===== src/rtl/mlp_layer_sequencer_pkg.sv =====
// Shared definitions for the MLP layer sequencer.
//   state_e   : sequencer FSM states, in the order they are visited
//   idx_width : address width needed to index n elements (at least 1 bit)
package mlp_layer_sequencer_pkg;

   typedef enum logic [2:0] {
      ST_IDLE,
      ST_CLEAR,
      ST_STREAM,
      ST_DRAIN,
      ST_RELU,
      ST_DONE
   } state_e;

   function automatic int idx_width(input int n);
      return (n > 1) ? $clog2(n) : 1;
   endfunction

endpackage


===== src/rtl/mlp_valid_delay_line.sv =====
// DEPTH-stage register pipeline carrying a {valid, value} pair. It models the
// weight-read latency so each element reaches the MAC together with its weight.
//   clk, rst_n : clock, asynchronous active-low reset (clears every stage)
//   in_vld_i   : beat valid entering stage 0
//   in_val_i   : beat value entering stage 0
//   out_vld_o  : valid leaving the last stage
//   out_val_o  : value leaving the last stage
module mlp_valid_delay_line #(
   parameter int DEPTH = 1,
   parameter int W     = 16
) (
   input  logic         clk,
   input  logic         rst_n,
   input  logic         in_vld_i,
   input  logic [W-1:0] in_val_i,
   output logic         out_vld_o,
   output logic [W-1:0] out_val_o
);

   logic [DEPTH-1:0]        vld_q;
   logic [DEPTH-1:0][W-1:0] val_q;

   always_ff @(posedge clk or negedge rst_n) begin
      if (!rst_n) begin
         vld_q <= '0;
         val_q <= '0;
      end else begin
         vld_q[0] <= in_vld_i;
         val_q[0] <= in_val_i;
         for (int i = 1; i < DEPTH; i++) begin
            vld_q[i] <= vld_q[i-1];
            val_q[i] <= val_q[i-1];
         end
      end
   end

   assign out_vld_o = vld_q[DEPTH-1];
   assign out_val_o = val_q[DEPTH-1];

endmodule


===== src/rtl/mlp_layer_sequencer.sv =====
// Control stage for one MLP layer: accepts a vector, clears the accumulators,
// streams elements with their weight addresses, waits for the datapath to
// settle, strobes ReLU/capture and holds out_valid until acknowledged.
//   in_valid/in_ready/in_vec_flat : input vector handshake (element k at k*IN_WIDTH)
//   layer_start       : one-cycle accumulator clear
//   layer_input_index : weight read address
//   layer_input_value : element aligned with layer_valid (0 otherwise)
//   layer_valid       : MAC enable
//   layer_relu_en     : one-cycle output-capture strobe
//   out_valid/out_ready : result handshake
//   busy              : high whenever not idle
module mlp_layer_sequencer
   import mlp_layer_sequencer_pkg::*;
#(
   parameter int N_INPUTS    = 4,
   parameter int IN_WIDTH    = 16,
   parameter int RD_LATENCY  = 1,
   parameter int MAC_LATENCY = 1
) (
   input  logic                         clk,
   input  logic                         rst_n,
   input  logic                         in_valid,
   output logic                         in_ready,
   input  logic [N_INPUTS*IN_WIDTH-1:0] in_vec_flat,
   output logic                         layer_start,
   output logic [$clog2(N_INPUTS)-1:0]  layer_input_index,
   output logic [IN_WIDTH-1:0]          layer_input_value,
   output logic                         layer_valid,
   output logic                         layer_relu_en,
   output logic                         out_valid,
   input  logic                         out_ready,
   output logic                         busy
);

   localparam int IDX_W     = idx_width(N_INPUTS);
   // Cycles after the last index before the final beat is in the accumulator.
   localparam int DRAIN_CYC = RD_LATENCY + MAC_LATENCY - 1;
   localparam int DRN_W     = idx_width(DRAIN_CYC + 1);

   state_e                             state_q, state_d;
   logic [N_INPUTS-1:0][IN_WIDTH-1:0]  vec_q, vec_d;
   logic [IDX_W-1:0]                   idx_q, idx_d;
   logic [DRN_W-1:0]                   drn_q, drn_d;
   logic                               beat_vld;
   logic [IN_WIDTH-1:0]                beat_val;

   always_ff @(posedge clk or negedge rst_n) begin
      if (!rst_n) begin
         state_q <= ST_IDLE;
         vec_q   <= '0;
         idx_q   <= '0;
         drn_q   <= '0;
      end else begin
         state_q <= state_d;
         vec_q   <= vec_d;
         idx_q   <= idx_d;
         drn_q   <= drn_d;
      end
   end

   always_comb begin
      state_d       = state_q;
      vec_d         = vec_q;
      idx_d         = idx_q;
      drn_d         = drn_q;
      in_ready      = 1'b0;
      layer_start   = 1'b0;
      layer_relu_en = 1'b0;
      out_valid     = 1'b0;
      beat_vld      = 1'b0;
      beat_val      = '0;
      case (state_q)
         ST_IDLE: begin
            in_ready = 1'b1;
            if (in_valid) begin
               vec_d   = in_vec_flat;
               state_d = ST_CLEAR;
            end
         end
         ST_CLEAR: begin
            layer_start = 1'b1;
            idx_d       = '0;
            state_d     = ST_STREAM;
         end
         ST_STREAM: begin
            beat_vld = 1'b1;
            beat_val = vec_q[idx_q];
            if (idx_q == IDX_W'(N_INPUTS - 1)) begin
               drn_d   = '0;
               state_d = (DRAIN_CYC == 0) ? ST_RELU : ST_DRAIN;
            end else begin
               idx_d = idx_q + 1'b1;
            end
         end
         ST_DRAIN: begin
            // Index stays on its last value while the pipeline empties.
            if (drn_q == DRN_W'(DRAIN_CYC - 1)) state_d = ST_RELU;
            else                                drn_d   = drn_q + 1'b1;
         end
         ST_RELU: begin
            layer_relu_en = 1'b1;
            state_d       = ST_DONE;
         end
         ST_DONE: begin
            out_valid = 1'b1;
            if (out_ready) begin
               idx_d   = '0;
               state_d = ST_IDLE;
            end
         end
         default: state_d = ST_IDLE;
      endcase
   end

   mlp_valid_delay_line #(
      .DEPTH (RD_LATENCY),
      .W     (IN_WIDTH)
   ) u_dly (
      .clk       (clk),
      .rst_n     (rst_n),
      .in_vld_i  (beat_vld),
      .in_val_i  (beat_val),
      .out_vld_o (layer_valid),
      .out_val_o (layer_input_value)
   );

   assign layer_input_index = idx_q;
   assign busy              = (state_q != ST_IDLE);

endmodule


===== config.mk =====
export PLATFORM = sky130hd
export DESIGN_NAME = mlp_layer_sequencer
export DESIGN_NICKNAME = d
export VERILOG_FILES = /design/src/rtl/mlp_layer_sequencer_pkg.sv /design/src/rtl/mlp_valid_delay_line.sv /design/src/rtl/mlp_layer_sequencer.sv
export SDC_FILE = /design/constraint.sdc
export NUM_CORES = 1
export LEC_CHECK = 0
export CORE_MARGIN = 3
export CORE_UTILIZATION = 45
export CTS_CLUSTER_SIZE = 20
export DETAILED_ROUTE_END_ITERATION = 12
export GPL_ROUTABILITY_DRIVEN = 0
export GPL_TIMING_DRIVEN = 0
export PLACE_DENSITY = 0.73
export SETUP_SLACK_MARGIN = 0.3
export SLEW_MARGIN = 20
export SYNTH_ARGS = -nofsm -noshare
export SYNTH_HDL_FRONTEND = slang
export SYNTH_SLANG_ARGS = --single-unit

===== constraint.sdc =====
create_clock -name clk -period 2.8 [get_ports clk]
set_input_delay 0.84 -clock clk [delete_from_list [all_inputs] [get_ports clk]]
set_output_delay 0.84 -clock clk [all_outputs]
set_load 0.03 [all_outputs]

==> results.tsv, run 1 <==
metric	value	unit
worstPathRequired	1.96	ns
worst_setup_slack_post_dpl	0.4370	ns
first_pass_grt_wire_length	12680	µm
synth_nets	289	
drtPass1Iterations	4	
dieArea	9850	µm²
synth_async_sr_flop_share	100.0	%
initial_utilization	46.91	%
synth.cell_area	3913	µm²
floorplan.rows	33	
cts-hold-fix-buffers	0	
clockBufferDepth	2	
first_global_vias	2371	
timing.critical_path.cells	inv_1 > nor3_1 > dlygate4sd2_1	
antenna_violations_before_repair	0	
n_antenna_cell	0	
worst_path_max_delay_cell	sky130_fd_sc_hd__dfrtp_1	
fin_skew	0.009694	ns
yosys_most_used_dff	sky130_fd_sc_hd__dfrtp_1	
drt_wl_total	7865	µm
detailroute.via_count	2146	
run_status	finished, final reports clean	
hp-class	in2async	
fmax	426.2	MHz
synthCells	220	
ys.warnings.count	0	
dp.final_hpwl	5453	µm
avgRoutedWirePerCell	18.16	µm
worst_slew_margin_rel	54.94	%
worst_ep_arrival_time	1.51	ns
final_layout_size_suffix_gt1_share	35.67	%
setup_violations	0	
final_antenna_net_count	0	
numClockSinks	86	
cpPeakStageDelay	0.45	ns
worst-setup-path-type	reg2out	
drtIter0Drc	53	
worst-path-max-fanout	7	
synth.yosys.seq_area_share	55.00	%
vdd.ir_drop.worst	391.4	µV
post_drt_via_cell_ratio	4.956	
grt-ovfl-total	0	
max_slew.worst_pin.slew	0.6758	ns
critical_path.n_buffers_inverters	2	
final.setup.worst_slack	0.4536	ns
timing.critical_path.max_delay_family	buffers and inverters	
core	8341	µm²
synth.distinct_cells	29	
period_minus_slack	2.346	ns
layout_worst_path_cycle_share	83.80	%
grt_max_degree	45	
synth-seq-cells	86	
finalMaxSlewViolations	0	
unrepaired_setup_endpoints_after_global_routing	false	
cell_leakage_power	2.257	nW
ctsHtreeMaxLevel	3	
layout_common_cells	sky130_fd_sc_hd__dfrtp_1 (86), sky130_fd_sc_hd__clkdlybuf4s50_1 (85), sky130_fd_sc_hd__mux2_4 (60), sky130_fd_sc_hd__mux4_2 (16), sky130_fd_sc_hd__and2_1 (16)	
place.port_buffers	91	
fin_setup_tns	0	ns
syn2layout_area_growth	31.34	%
max_cap_violations	0	
layout.nets	392	
synth_enable_flop_cells	0	
worstSetupEndpointType	output pin	
cts-buffers-inserted	9	
postSynthAreaPerCell	17.78	µm²
final_common_cell	sky130_fd_sc_hd__dfrtp_1	
boundaryPins	92	
root_buf_cell	sky130_fd_sc_hd__clkbuf_8	
clkTransAtPathRegs	0.09	ns
clock_insertion_delay_worst_skew	0.35	ns
tritoncts	done	
die_height	99.25	µm
remaining_drc_errors	0	
power-per-cell-area	1114	nW/µm²
worst_setup_sp_type	flip-flop	
hold_viol_final	0	
gr-usage-all-layers	17.14	%
floorplan.die.width	99.25	µm
[cell usage after synthesis (2+ instances only)]
cell type                  n  area (µm²)
sky130_fd_sc_hd__inv_1     4       15.01
sky130_fd_sc_hd__and2_1   16       100.1
sky130_fd_sc_hd__mux2_2    4       45.04
sky130_fd_sc_hd__buf_12    7       140.1
sky130_fd_sc_hd__buf_6     2       22.52
sky130_fd_sc_hd__mux2_4   60       900.9
sky130_fd_sc_hd__mux4_2   16       360.4
sky130_fd_sc_hd__nor2_1    4       15.01
sky130_fd_sc_hd__dfrtp_1  86        2152
sky130_fd_sc_hd__nand2_1   2       7.510
[sequential cells by signal, indices dropped and copies added, names as in the netlist]
register           flops
state_q                3
layer_input_index      2
u_dly.out_vld_o        1
vec_q                 64
u_dly.out_val_o       16
[worst register-to-register path: cells and delay by family (launching register included)]
family / cells / cell delay, ns
flops: 1 / 0.39
simple gates: 1 / 0.17
buf+inv: 2 / 0.83
mux: 1 / 0.40
[cell type report]
cell class,instances,area [µm²]
tap,105,131.4
buffer,12,178.9
clock inverter,7,48.80
clock buffer,9,123.9
timing repair buffer,92,922.1
sequential,86,2152
multi-input combinational,118,1567
inverter,4,15.01
fill,642,3202
[per-stage QoR]
step | cell area (µm²) | hold slack [ns] | instances | power, W | utilization (%)
finish | 5139 | 0.4762 | 433 | 0.005726 | 61.61
global route | 5139 | 0.5029 | 433 | 0.006056 | 61.61
CTS | 5146 | 0.4776 | 433 | 0.005800 | 61.70
detailed placement | 4980 | 0.4900 | 417 | 0.005030 | 59.71
global placement | 4955 | 0.4830 | 416 | 0.004963 | 59.41
floorplan | 3913 | 0.4751 | 220 | 0.004259 | -
[layer usage]
metal	global-route usage [%]	up-vias	part of all wire (%)
met2	28.00	54	50
met3	2.525	11	4.5
li1	-	995	-
met4	7.248	0	1.9
met5	0	-	0
met1	23.00	1086	44
[logic make-up (layout without fill, tap and decap cells)]
group           Yosys count  after routing  share of synthesized area, %
fa+ha+maj                 1              1                        0.3197
flops                    86             86                         55.00
mux                      82             82                         33.93
compound gates            6              6                         1.247
simple gates             29             29                         4.541
buf+inv                  16            124                         4.956
[power breakdown]
group	switching (W)	internal (W)
sequential	0.000331	0.00184
clock	0.000451	0.000325
combinational	0.00106	0.00172
total	0.00184	0.00389
[timing repair]
item                                    in CTS  in global routing
endpoints found under the setup margin       5                  2
resized for setup                            5                  4
setup buffers                                0                  0
pin swaps                                    0                  0
gates cloned                                 0                  0
[final timing paths]
path / slack (ns) / cells past startpoint / end / startpoint
worst max-delay path: 0.45 / 3 / layer_relu_en / state_q[2]
worst min-delay path: 0.48 / 1 / vec_q[40] / rst_n
worst max register to register: 0.93 / 4 / u_dly.out_val_o[3] / layer_input_index[1]
worst min register to register: 0.51 / 1 / vec_q[46] / vec_q[46]
max in group asynchronous: 1.72 / 2 / state_q[1] / rst_n
min in group clk: 0.51 / 1 / vec_q[46] / vec_q[46]
Note: power is estimated with default switching activity, not from simulation.
==> inputs of run 2 (changes only) <==
==> constraint.sdc (replaced) <==
create_clock -name clk -period 2.4 [get_ports clk]
set_input_delay 0.72 -clock clk [delete_from_list [all_inputs] [get_ports clk]]
set_output_delay 0.72 -clock clk [all_outputs]
set_load 0.03 [all_outputs]
==> run 2 against run 1 <==
Against the previous run: sequential share of layout area decreased by 0.26 points; utilization up 0.50 points; cell area is 0.80% higher; clock-buffer cell count did not move; total power is 17% higher; register-to-register slack got worse by 0.38 ns; critical endpoint is now out_valid; clock power rose by 17%; first-iteration DRC count is 3.8% lower; flip-flop and latch count did not move.
==> results.tsv, run 2 (synthesized netlist as in run 1, its figures left out) <==
metric	value	unit
run_status	finished, final reports clean	
n_fill_cell	639	
fmax	482.9	MHz
worst-setup-path-type	reg2out	
grt_max_degree	45	
fin_skew	0.009398	ns
period_minus_slack	2.071	ns
area_used_by_multi_input_combinational_logic	1578	µm²
avgRoutedWirePerCell	18.14	µm
hp-class	in2async	
final_layout_size_suffix_gt1_share	38.37	%
floorplan.die.width	99.25	µm
vdd.ir_drop.worst	436.9	µV
largest_reg_flops	64	
clkTransAtPathRegs	0.09	ns
n_antenna_cell	0	
worst-path-max-fanout	7	
placedInstanceArea	4980	µm²
critical_path.n_buffers_inverters	1	
unrepaired_setup_endpoints_after_global_routing	true	
gr-usage-all-layers	17.22	%
worst_path_max_delay_cell	sky130_fd_sc_hd__dfrtp_2	
core	8341	µm²
final_antenna_net_count	0	
drtPass1Iterations	4	
worstSetupEndpointType	output pin	
layout_worst_path_cycle_share	86.28	%
numClockSinks	86	
worst-r2r-cell-count	4	
first_global_vias	2379	
floorplan.rows	33	
antenna_violations_before_repair	0	
syn2layout_area_growth	32.40	%
drt_wl_total	7911	µm
power-per-cell-area	1291	nW/µm²
finalMaxSlewViolations	0	
layout.cells.non_filler	436	
max_slew.worst_pin.slew	0.6713	ns
layout_common_cells	sky130_fd_sc_hd__dfrtp_1 (83), sky130_fd_sc_hd__clkdlybuf4s50_1 (70), sky130_fd_sc_hd__mux2_4 (60), sky130_fd_sc_hd__mux4_2 (16), sky130_fd_sc_hd__and2_1 (16)	
worst_setup_sp_type	flip-flop	
cts-buffers-inserted	9	
layout.nets	395	
cpPeakStageDelay	0.46	ns
max_cap_violations	0	
dp.final_hpwl	5453	µm
root_buf_cell	sky130_fd_sc_hd__clkbuf_8	
stdcell_area	5180	µm²
die_height	99.25	µm
remaining_drc_errors	0	
dieArea	9850	µm²
clockBufferDepth	2	
timing.critical_path.cells	or2b_1 > nor2_1 > clkbuf_4	
timing.critical_path.max_delay_family	flip-flops	
first_pass_grt_wire_length	12740	µm
fin_util	62.11	%
total_instance_count_after_detailed_placement	417	
worstPathRequired	1.68	ns
tritoncts	done	
worst_slew_margin_rel	55.24	%
clock_insertion_delay_worst_skew	0.35	ns
worstSetupPathDepth	3	
setup_violations	0	
cell_leakage_power	2.419	nW
ctsHtreeMaxLevel	3	
post_drt_via_cell_ratio	4.945	
place.port_buffers	91	
regArea	2156	µm²
final_common_cell	sky130_fd_sc_hd__dfrtp_1	
drtIter0Drc	51	
initial_utilization	46.91	%
boundaryPins	92	
detailroute.via_count	2156	
fin_hold_ws	0.3557	ns
registers.top_by_ff_count	vec_q	
grt-ovfl-total	0	
worst_ep_arrival_time	1.35	ns
hold_viol_final	0	
[run 2: cell count changes in the layout (fill, tap and decap cells not counted), sizes merged]
cell           change
clkbuf             -1
buf                +7
dlygate4sd2        +5
dlymetal6s2s       +7
clkdlybuf4s50     -15
[run 2: worst paths after layout]
check	slack [ns]	startpoint	end
max	0.33	state_q[1]	out_valid
min	0.36	rst_n	vec_q[40]
max reg2reg	0.55	layer_input_index[1]	u_dly.out_val_o[3]
min reg2reg	0.51	vec_q[46]	vec_q[46]
max in group asynchronous	1.42	rst_n	state_q[1]
min in group clk	0.51	vec_q[46]	vec_q[46]
[run 2: layout make-up]
| type | count | share of cell area [%] |
|---|---|---|
| clock buffers | 9 | 2.391 |
| multi-input cells | 118 | 30.46 |
| flip-flops and latches | 86 | 41.62 |
| well taps | 105 | 2.536 |
| clock inverters | 7 | 0.9420 |
| inverters | 4 | 0.2899 |
| plain buffers | 12 | 3.454 |
| repair buffers | 95 | 18.31 |
[run 2: repair_timing]
| item | in CTS | in global routing |
|---|---|---|
| setup buffers | 0 | 3 |
| hold buffers | 0 | 0 |
| pin swaps | 0 | 0 |
| setup endpoints to repair | 13 | 10 |
| gates resized for setup | 37 | 13 |
[run 2: report_power, final]
part           internal [W]  switching (W)
combinational       0.00200        0.00124
clock              0.000380       0.000526
sequential          0.00215       0.000386
total               0.00453        0.00216
[run 2: per-stage QoR]
step | setup slack, ns | total power, W | TNS, ns
after floorplan | 0.4327 | 0.004968 | 0
after global placement | -2.436 | 0.005790 | -209.06
after detailed placement | 0.1570 | 0.005868 | 0
after CTS | 0.2627 | 0.006753 | 0
after global routing | 0.2439 | 0.007086 | 0
final | 0.3292 | 0.006689 | 0
[run 2: per-layer routing]
layer  GRT usage (%)  share of wire [%]  up-vias
li1                -                  -     1005
met2           28.00                 50       58
met3           2.665                4.6       11
met4           7.248                1.8        0
met5               0                  0        -
met1           23.15                 44     1082
==> inputs of run 3 (changes only) <==
--- a/config.mk
+++ b/config.mk
@@ -11,8 +11,10 @@
 export DETAILED_ROUTE_END_ITERATION = 12
 export GPL_ROUTABILITY_DRIVEN = 0
 export GPL_TIMING_DRIVEN = 0
+export MAX_ROUTING_LAYER = met4
 export PLACE_DENSITY = 0.73
 export SETUP_SLACK_MARGIN = 0.3
+export SKIP_LAST_GASP = 1
 export SLEW_MARGIN = 20
 export SYNTH_ARGS = -nofsm -noshare
 export SYNTH_HDL_FRONTEND = slang
==> run 3 against run 2 <==
Against the previous run: clock-buffer cell count is the same; cell area is the same; combinational power hardly changed; die area unchanged.
==> results.tsv, run 3 (synthesized netlist as in run 1, its figures left out) <==
metric	value	unit
run_status	finished, final reports clean	
unrepaired_setup_endpoints_after_global_routing	true	
placedInstanceArea	4980	µm²
dieArea	9850	µm²
initial_utilization	46.91	%
power-per-cell-area	1291	nW/µm²
final_antenna_net_count	0	
cts-hold-fix-buffers	0	
core	8341	µm²
cts-buffers-inserted	9	
post_drt_via_cell_ratio	4.954	
worstSetupEndpointType	output pin	
drtPass1Iterations	4	
cell_leakage_power	2.419	nW
fin_skew	0.009264	ns
period_minus_slack	2.070	ns
grt-ovfl-total	0	
tritoncts	done	
drt_wl_total	7915	µm
report.power.total	0.006686	W
max_slew.worst_pin.slew	0.6718	ns
n_fill_cell	639	
hold_viol_final	0	
clock_insertion_delay_worst_skew	0.35	ns
clkTransAtPathRegs	0.09	ns
first_global_vias	2380	
registers.top_by_ff_count	vec_q	
remaining_drc_errors	0	
worst_setup_sp_type	flip-flop	
clockBufferDepth	2	
antenna_violations_before_repair	0	
dp.final_hpwl	5453	µm
gr-usage-all-layers	17.71	%
worst-setup-path-type	reg2out	
final_layout_size_suffix_gt1_share	38.37	%
place.port_buffers	91	
boundaryPins	92	
layout_common_cells	sky130_fd_sc_hd__dfrtp_1 (83), sky130_fd_sc_hd__clkdlybuf4s50_1 (70), sky130_fd_sc_hd__mux2_4 (60), sky130_fd_sc_hd__mux4_2 (16), sky130_fd_sc_hd__and2_1 (16)	
root_buf_cell	sky130_fd_sc_hd__clkbuf_8	
final_common_cell	sky130_fd_sc_hd__dfrtp_1	
grt_max_degree	45	
fin_hold_ws	0.3576	ns
vdd.ir_drop.worst	436.7	µV
ctsHtreeMaxLevel	3	
worstPathRequired	1.68	ns
finalMaxSlewViolations	0	
avgRoutedWirePerCell	18.15	µm
floorplan.rows	33	
detailroute.via_count	2160	
worst-path-max-fanout	7	
n_antenna_cell	0	
numClockSinks	86	
stdcell_area	5180	µm²
setup_violations	0	
die_height	99.25	µm
syn2layout_area_growth	32.40	%
floorplan.die.width	99.25	µm
fmax	483.2	MHz
max_cap_violations	0	
worst_ep_arrival_time	1.35	ns
largest_reg_flops	64	
first_pass_grt_wire_length	12730	µm
layout.nets	395	
worst_slew_margin_rel	55.22	%
fin_util	62.11	%
layout_worst_path_cycle_share	86.24	%
hp-class	in2async	
drtIter0Drc	50	
-- run 3: cell counts in the layout (fill, tap and decap cells not counted) --
No cell type changed its count.
-- run 3: layer usage --
| metal | global-route usage, % | share of wire, % |
|---|---|---|
| met4 | 7.248 | 1.9 |
| met1 | 23.11 | 44 |
| met2 | 27.94 | 50 |
| met5 | - | 0 |
| met3 | 2.665 | 4.5 |
-- run 3: per-stage QoR --
step | setup WS, ns | std cells | setup TNS (ns)
after global placement | -2.436 | 416 | -209.06
final | 0.3303 | 436 | 0
after CTS | 0.2627 | 433 | 0
after global routing | 0.2439 | 436 | 0
after floorplan | 0.4327 | 220 | 0
after detailed placement | 0.1570 | 417 | 0
-- run 3: worst max-delay path: stages (launching register included) --
cell and delay [ns]:
sky130_fd_sc_hd__dfrtp_2 0.46, sky130_fd_sc_hd__or2b_1 0.26, sky130_fd_sc_hd__nor2_1 0.10, sky130_fd_sc_hd__clkbuf_4 0.19
-- run 3: layout make-up --
class	count	area, µm²	share of cell area [%]
flip-flops and latches	86	2156	41.62
multi-input cells	118	1578	30.46
repair buffers	95	948.4	18.31
plain buffers	12	178.9	3.454
well taps	105	131.4	2.536
clock buffers	9	123.9	2.391
clock inverters	7	48.80	0.9420
inverters	4	15.01	0.2899
-- run 3: worst paths after layout --
check | end | cells after the start | slack (ns) | from
setup / recovery | out_valid | 3 | 0.33 | state_q[1]
min in group clk | vec_q[46] | 1 | 0.51 | vec_q[46]
hold reg to reg | vec_q[46] | 1 | 0.51 | vec_q[46]
hold / removal | vec_q[40] | 1 | 0.36 | rst_n
setup reg to reg | u_dly.out_val_o[6] | 4 | 0.54 | layer_input_index[1]
max in group asynchronous | state_q[1] | 2 | 1.42 | rst_n
-- run 3: what timing repair did --
item                                    4_1_cts  5_1_grt
buffers inserted                              0        3
endpoints found under the setup margin       13       10
resized for setup                            37       13
pin swaps                                     0        0
-- run 3: power by group --
part	internal, W	leakage (nW)	switching, W	total (W)
Combinational	0.00200	1.29	0.00124	0.00324
Clock	0.000380	0.0898	0.000524	0.000903
Sequential	0.00215	1.04	0.000385	0.00254
